<file path="config.mk">
export PLATFORM = sky130hd
export DESIGN_NAME = rm_violation_collector
export DESIGN_NICKNAME = d
export VERILOG_FILES = /design/src/rtl/rm_violation_collector.sv
export SDC_FILE = /design/constraint.sdc
export NUM_CORES = 1
export LEC_CHECK = 0
export ABC_AREA = 1
export ABC_CLOCK_PERIOD_IN_PS = 11300
export BUFFER_PORTS_ARGS = -buffer_cell sky130_fd_sc_hd__buf_2
export CORE_MARGIN = 2
export CORE_UTILIZATION = 45
export DETAILED_ROUTE_END_ITERATION = 16
export PLACE_DENSITY = 0.69
export SYNTH_ARGS = -nofsm -noshare
export SYNTH_HDL_FRONTEND = slang
export SYNTH_SLANG_ARGS = --single-unit
</file>
<file path="constraint.sdc">
create_clock -name clk_i -period 11.3 [get_ports clk_i]
set_input_delay 0.565 -clock clk_i [delete_from_list [all_inputs] [get_ports clk_i]]
set_output_delay 0.565 -clock clk_i [all_outputs]
set_load 0.005 [all_outputs]
</file>
<file path="src/rtl/rm_violation_collector.sv">
// rm_violation_collector: turns each new rising edge on the per-rule monitor vector into one
// {rule id, timestamp} record queued for the CSR/trace side. Optional macro: RM_VIOL_TIMESTAMP_EN.
module rm_violation_collector #(
    parameter int unsigned NUM_RULES  = 149,
    parameter int unsigned FIFO_DEPTH = 8,
    parameter int unsigned TS_WIDTH   = 32,
    parameter int unsigned ID_WIDTH   = $clog2(NUM_RULES)
) (
    input  logic                 clk_i,
    input  logic                 rst_ni,
    input  logic [NUM_RULES-1:0] monitor_i,
    input  logic [NUM_RULES-1:0] mask_i,
    input  logic                 enable_i,
    input  logic                 clear_i,
    output logic                 viol_valid_o,
    input  logic                 viol_ready_i,
    output logic [ID_WIDTH-1:0]  viol_id_o,
    output logic [TS_WIDTH-1:0]  viol_ts_o,
    output logic [15:0]          drop_cnt_o,
    output logic                 irq_o
);
    localparam int unsigned AW     = $clog2(FIFO_DEPTH);
    localparam int unsigned DROP_W = 16;

    logic [NUM_RULES-1:0] r_prev;
    logic [NUM_RULES-1:0] r_pending;
    logic [NUM_RULES-1:0] w_edge;
    logic [NUM_RULES-1:0] w_push_mask;
    logic [NUM_RULES-1:0] w_lost;
    logic [ID_WIDTH-1:0]  w_sel_idx;
    logic                 w_any_pend;
    logic                 w_push;
    logic                 w_pop;
    logic                 w_full;
    logic                 w_empty;
    logic [AW:0]          r_wptr;
    logic [AW:0]          r_rptr;
    logic [ID_WIDTH-1:0]  r_mem_id [FIFO_DEPTH];
    logic [DROP_W-1:0]    r_drop_cnt;
    logic                 r_drop_sticky;
    logic                 r_irq;

    assign w_edge     = monitor_i & ~r_prev & mask_i & {NUM_RULES{enable_i}};
    assign w_any_pend = |r_pending;

    // Fixed-priority scan: lowest pending index wins
    always_comb begin
        w_sel_idx = '0;
        for (int k = int'(NUM_RULES) - 1; k >= 0; k--) begin
            if (r_pending[k]) begin
                w_sel_idx = ID_WIDTH'(k);
            end
        end
    end

    assign w_empty     = (r_wptr == r_rptr);
    assign w_full      = (r_wptr[AW] != r_rptr[AW]) && (r_wptr[AW-1:0] == r_rptr[AW-1:0]);
    assign w_pop       = ~w_empty & viol_ready_i;
    // A full FIFO still accepts a push when the head leaves in the same cycle
    assign w_push      = w_any_pend & (~w_full | w_pop);
    assign w_push_mask = w_push ? (NUM_RULES'(1) << w_sel_idx) : '0;
    assign w_lost      = w_edge & r_pending & ~w_push_mask;

    // prev samples unconditionally so rules held high across a clear do not re-fire
    always_ff @(posedge clk_i or negedge rst_ni) begin
        if (!rst_ni) begin
            r_prev    <= '0;
            r_pending <= '0;
        end else begin
            r_prev <= monitor_i;
            if (clear_i) begin
                r_pending <= '0;
            end else begin
                r_pending <= (r_pending & ~w_push_mask) | w_edge;
            end
        end
    end

    always_ff @(posedge clk_i or negedge rst_ni) begin
        if (!rst_ni) begin
            r_wptr <= '0;
            r_rptr <= '0;
            for (int i = 0; i < int'(FIFO_DEPTH); i++) begin
                r_mem_id[i] <= '0;
            end
        end else if (clear_i) begin
            r_wptr <= '0;
            r_rptr <= '0;
        end else begin
            if (w_push) begin
                r_mem_id[r_wptr[AW-1:0]] <= w_sel_idx;
                r_wptr                   <= r_wptr + (AW+1)'(1);
            end
            if (w_pop) begin
                r_rptr <= r_rptr + (AW+1)'(1);
            end
        end
    end

    // Several lost edges in one cycle count as a single drop
    always_ff @(posedge clk_i or negedge rst_ni) begin
        if (!rst_ni) begin
            r_drop_cnt    <= '0;
            r_drop_sticky <= 1'b0;
        end else if (clear_i) begin
            r_drop_cnt    <= '0;
            r_drop_sticky <= 1'b0;
        end else if (|w_lost) begin
            if (r_drop_cnt != '1) begin
                r_drop_cnt <= r_drop_cnt + DROP_W'(1);
            end
            r_drop_sticky <= 1'b1;
        end
    end

    always_ff @(posedge clk_i or negedge rst_ni) begin
        if (!rst_ni) begin
            r_irq <= 1'b0;
        end else begin
            r_irq <= ~w_empty | r_drop_sticky;
        end
    end

`ifdef RM_VIOL_TIMESTAMP_EN
    logic [TS_WIDTH-1:0] r_ts_cnt;
    logic [TS_WIDTH-1:0] r_mem_ts [FIFO_DEPTH];

    // Free-running cycle stamp, deliberately untouched by clear_i
    always_ff @(posedge clk_i or negedge rst_ni) begin
        if (!rst_ni) begin
            r_ts_cnt <= '0;
        end else begin
            r_ts_cnt <= r_ts_cnt + TS_WIDTH'(1);
        end
    end

    always_ff @(posedge clk_i or negedge rst_ni) begin
        if (!rst_ni) begin
            for (int i = 0; i < int'(FIFO_DEPTH); i++) begin
                r_mem_ts[i] <= '0;
            end
        end else if (!clear_i && w_push) begin
            r_mem_ts[r_wptr[AW-1:0]] <= r_ts_cnt;
        end
    end

    assign viol_ts_o = r_mem_ts[r_rptr[AW-1:0]];
`else
    assign viol_ts_o = '0;
`endif

    assign viol_valid_o = ~w_empty;
    assign viol_id_o    = r_mem_id[r_rptr[AW-1:0]];
    assign drop_cnt_o   = r_drop_cnt;
    assign irq_o        = r_irq;

endmodule

</file>
## Word-level counts from Yosys, hierarchy flattened

Cells that the tools add are included.

| word-level totals | value |
|---|---|
| register bits after elaboration | 388 |
| input bits | 303 |
| output and inout port bits | 58 |
| logic and storage cells | 220 |

| cells by class | value |
|---|---|
| add/subtract/negate cells | 3 |
| $lt $le $gt $ge | 3 |
| equality and inequality tests | 4 |
| shifts and indexed selects | 1 |
| muxes and demuxes | 166 |
| bitwise logic cells | 18 |
| reductions and logical operators | 10 |

Operators by type and width:

| cell | count |
|---|---|
| $mux 8 | 152 |
| $and 149x149->149 | 6 |
| $mux 149 | 2 |
| $not 149->149 | 2 |
| $reduce_or 149->1 | 2 |
| $or 149x149->149 | 1 |
| $shl 1x8->149 const A | 1 |
| $bwmux 64 | 1 |
| $mux 16 | 3 |
| $bmux 8 s3 | 1 |
| $demux 8 s3 | 1 |
| $add 16x1->16 const B | 1 |
| $mux 4 | 4 |
| $ne 16x16->1 const B | 1 |
| $add 4x1->4 const B | 2 |
| $ge 4x4->1 const B | 2 |
| $not 3->4 | 2 |
| $reduce_bool 2->1 | 4 |
| $eq 4x4->1 | 1 |
| $lt 4x1->1 const B | 1 |
| $reduce_and 2->1 | 2 |
| $eq 3x3->1 | 1 |
| $not 1->1 | 3 |
| $and 1x1->1 | 2 |
| 4 further kinds | 7 |

## Longest topological paths before layout

| logic depth | value |
|---|---|
| depth in word-level cells | 156 |
| depth in mapped cells | 165 |
| mapped depth without buffers | 164 |

## Worst setup path before layout

Ideal clock, no wire load.

| timing | value |
|---|---|
| path kind | register to register |
| from | register r_pending[146] |
| to | register r_drop_cnt[10], in the netlist drop_cnt_o[10] |
| library setup time | 0.066 ns |
| arrival | 8.198 ns |
| data required time | 11.234 ns |
| slack | 3.036 ns |
| stages on the path, launching flop included | 165 |
| path buffers | 2 |
| cells stage by stage | dfrtp_1 -> inv_1 -> nand2_1 -> nand2_1 -> nand2_1 -> nand2_1 -> nand2_1 -> nand2_1 -> nand2_1 -> nand2_1 -> nand2_1 -> nand2_1 -> nand2_1 -> nand2_1 -> nand2_1 -> nand2_1 -> nand2_1 -> nand2_1 -> [... 129 more ...] -> nand2_4 -> nand2_4 -> buf_6 -> nand4_2 -> nor2_4 -> nand3_1 -> nand2_1 -> nand2_1 -> nor2_1 -> nand2_1 -> nor2_1 -> nand2_1 -> nor2_2 -> nand3_4 -> nand2_4 -> buf_8 -> nand3_2 -> nand2_1 |

| on the way | value |
|---|---|
| cells in the longest elaborated chain, start to end | 154 |
| elaborated cells between the ends (all ways) | 157 |

RTL lines:

| what | RTL line | RTL |
|---|---|---|
| start: declaration | 26 | `logic [NUM_RULES-1:0] r_pending;` |
| start signal: assignment | 74 | `r_pending <= (r_pending & ~w_push_mask) \| w_edge;` |
| $mux 8 (147 in a row) | 50 | `if (r_pending[k]) begin` |
| $shl 1x8->149 | 61 | `assign w_push_mask = w_push ? (NUM_RULES'(1) << w_sel_idx) : '0;` |
| $mux 149 | 61 |  |
| $not 149->149 | 62 | `assign w_lost = w_edge & r_pending & ~w_push_mask;` |
| $and 149x149->149 (*) | 62 |  |
| $reduce_or 149->1 (*) | 108 | `end else if (\|w_lost) begin` |
| $reduce_bool 2->1 (no line) (*) | n/a |  |
| $reduce_and 2->1 (no line) (*) | n/a |  |
| end signal: assignment | 110 | `r_drop_cnt <= r_drop_cnt + DROP_W'(1);` |
| end: declaration | 39 | `logic [DROP_W-1:0] r_drop_cnt;` |

Mark *: on every way between the ends. The rest lies on a longest branch, timed or not.
A chain may end at the register's enable or synchronous reset.

## Worst setup path after layout

| timing | value |
|---|---|
| from | register r_pending[146] |
| to | register r_drop_cnt[3], in the netlist drop_cnt_o[3] |

Same word-level chain as after synthesis.

==> metrics.txt <==
status=complete, no violations; DRT iter0 DRCs=2224; Netlist cell types=44; flop2flop setup slack=1.12 ns; final instance area=about 24000 um^2; post-DP HPWL=~51000 um; Placed Area=22200 um^2; CTS tree=done; die outline area=46500 um^2; WL/cell=19.4 um; Site Rows=77; pins over their slew limit=0; synthesized area=20100 um^2; Root Driver=clkbuf_16; Remaining DRCs=0; vias in the first global route=19200; CP Launch Point=r_pending[146]; Finished Core Util=0.551; Yosys reg bits=388; Placed Cells incl. Taps=roughly 3500; layout cells sized above 1=0.181; Final Hold Viols=0; most frequent CP cell=nand2_1; Reg-to-Reg Start=r_pending[146]; Crit Path Max Fanout=13; CP Class=register to register; first-pass GRT wire length=109000 um; Ports=361; Initial Utilization=0.455; global-route usage over all layers=0.299; RSZ-0062 raised after global routing=true; grt ovf=0; Die H=roughly 220 um; antenna cells=0; reg-to-reg critical path endpoint=drop_cnt_o[3]; Crit path largest cell delay=0.41 ns; vias post-DR=about 20000; clk buf depth=3; pwr dens=164 nW/um^2; Arrival @ worst endpoint=10.63 ns; gpl congestion=1.04; aggregate routed wire length=70600 um; vias per inst=5.55; Main synth FF type=dfrtp_1; routed length on met1=28600 um; ANT nets after route=0; Post-Syn Area per Cell=7.51 um^2; TritonCTS Buffers=43; Max rail drop VDD=0.103 mV; area of the multi-input gates=9150 um^2; CP Capture Type=register; clk_lat worst skew=0.58 ns; Max Used Layer=met4; Seq/Total Area, Yosys=0.482; htree depth=2; commonest non-fill, non-tap cell in the layout=nand2_1; CTS Sinks=388; cts hold-fix bufs=0; r2r worst-path depth=~160; WL met2=32000 um; most frequent cells in the layout=nand2_1 (628), nor2_1 (413), dfrtp_1 (388), buf_2 (326), nand3_1 (237); largest net degree at the start of global routing=126; minimum clock period=approximately 10 ns; initial antenna violation count=0; Synth Instances=2682; P&R area growth vs syn=21.0%; highest clock rate=98.2 MHz; Die X=~220 um; max cap viols=0; Min-Delay Path Class=input port to async pin; clk_skew=0.0223 ns; Setup-failing EPs final=0; number of synthesized flops with an enable pin=0; register area=~9700 um^2; CP startpoint kind=register; CP max-delay cell=dfrtp_1; Final period util=0.901; post-route insts no fill=3645; drt pass-1 iters=8; CP Data Required Time=approximately 12 ns; met3 WL=5930 um; count of buffers from port buffering=approximately 330; Lkg Pwr=11.7 nW; Fillers=slightly above 4000; synth warn=0; nets=3327; max_slew headroom=0.229; Core ar.=44200 um^2; FFs w/ async S/R, synth=1.00; Worst-Margin Slew=1.15 ns; Clk pin slew, worst setup/hold paths=0.07 ns
==> logic make-up (layout without fill, tap and decap cells) <==
| group | count (synthesis) | in the layout | share of synthesized area |
|---|---|---|---|
| DFF | 388 | 388 | 0.482 |
| xor gates and xnor gates | 13 | 13 | 0.00566 |
| other | 1 | 32 | 0.000186 |
| and+or+nand+nor | 1588 | 1588 | 0.353 |
| AOI/OAI and AO/OA | 310 | 310 | 0.0794 |
| adders and majority gates | 3 | 3 | 0.00186 |
| buffers and inverters | 379 | 719 | 0.0778 |
==> critical path: cells and delay by family (launching register included) <==
kind	cells	cell delay (ns)
flip-flops	1	0.41
AND/OR/NAND/NOR	160	9.19
buffers and inverters	4	0.50
==> area by class of cell <==
class | instances | share of cell area
sequential | 388 | 0.399
multi-input combinational | 1946 | 0.376
timing repair buffer | 400 | 0.0954
clock buffer | 59 | 0.0521
inverter | 242 | 0.0374
tap | 592 | 0.0304
clock inverter | 18 | 0.0105
==> layer usage <==
layer | global-route usage | up-vias
met5 | 0 | -
met4 | 0.159 | 0
met3 | 0.0502 | 234
met2 | 0.469 | 1022
met1 | 0.399 | 9545
li1 | - | 9427
==> cells in the mapped netlist, types with 2 or more instances <==
cell | count | area share
nand2_1 | 642 | 0.12
nor2_1 | 426 | 0.079
dfrtp_1 | 388 | 0.48
nand3_1 | 240 | 0.060
inv_1 | 231 | 0.043
a21oi_1 | 158 | 0.039
nand4_1 | 158 | 0.049
o21ai_0 | 117 | 0.029
clkbuf_1 | 95 | 0.018
nor3_1 | 49 | 0.012
buf_4 | 32 | 0.012
nor4_1 | 26 | 0.0081
a31oi_1 | 16 | 0.0050
nor2_4 | 14 | 0.0078
nand3_2 | 12 | 0.0060
xor2_1 | 10 | 0.0043
o22ai_1 | 8 | 0.0025
inv_2 | 6 | 0.0011
clkinv_1 | 5 | 0.00093
nand4_2 | 5 | 0.0031
buf_1 | 4 | 0.00075
buf_2 | 4 | 0.00099
nor2_2 | 4 | 0.0012
o21ai_1 | 4 | 0.00099
ha_1 | 3 | 0.0019
nand2_4 | 3 | 0.0017
xnor2_1 | 3 | 0.0013
nand3_4 | 2 | 0.0017
o21a_1 | 2 | 0.00075
==> how the worst max path moves through the flow <==
stage,depth (start not counted),to
after floorplan,164,drop_cnt_o[10]
after global placement,162,drop_cnt_o[1]
after detailed placement,162,drop_cnt_o[3]
after CTS,162,drop_cnt_o[3]
after global routing,165,drop_cnt_o[1]
final,164,drop_cnt_o[3]
==> timing repair <==
action / CTS / global route
buffers inserted: 0 / 52
endpoints found under the setup margin: 0 / 17
resized for setup: 0 / 39
endpoints found under the hold margin: 0 / 0
==> power breakdown <==
| group | internal, mW | switching, mW | total [mW] |
|---|---|---|---|
| Clock | 0.923 | 0.589 | 1.51 |
| Combinational | 0.298 | 0.622 | 0.920 |
| Sequential | 1.50 | 0.0603 | 1.56 |
==> state kept, by name, indices dropped and copies added, names as in the netlist <==
name           count
irq_o              1
drop_cnt_o        16
r_drop_sticky      1
r_pending        149
r_mem_id          64
r_rptr             4
r_wptr             4
r_prev           149
==> per-stage QoR <==
stage / hold WS, ns / setup TNS (ns) / total power, mW / setup slack (ns)
after floorplan: 0.269 / 0 / 2.09 / 3.04
final: 0.00327 / 0 / 3.99 / 1.12
after global placement: 0.453 / 0 / 2.37 / 0.784
after detailed placement: 0.453 / 0 / 2.39 / 0.816
after CTS: 0.0854 / 0 / 3.90 / 0.741
after global routing: 0.0877 / -6.92 / 4.16 / -0.435
Note: power is estimated with default switching activity, not from simulation.
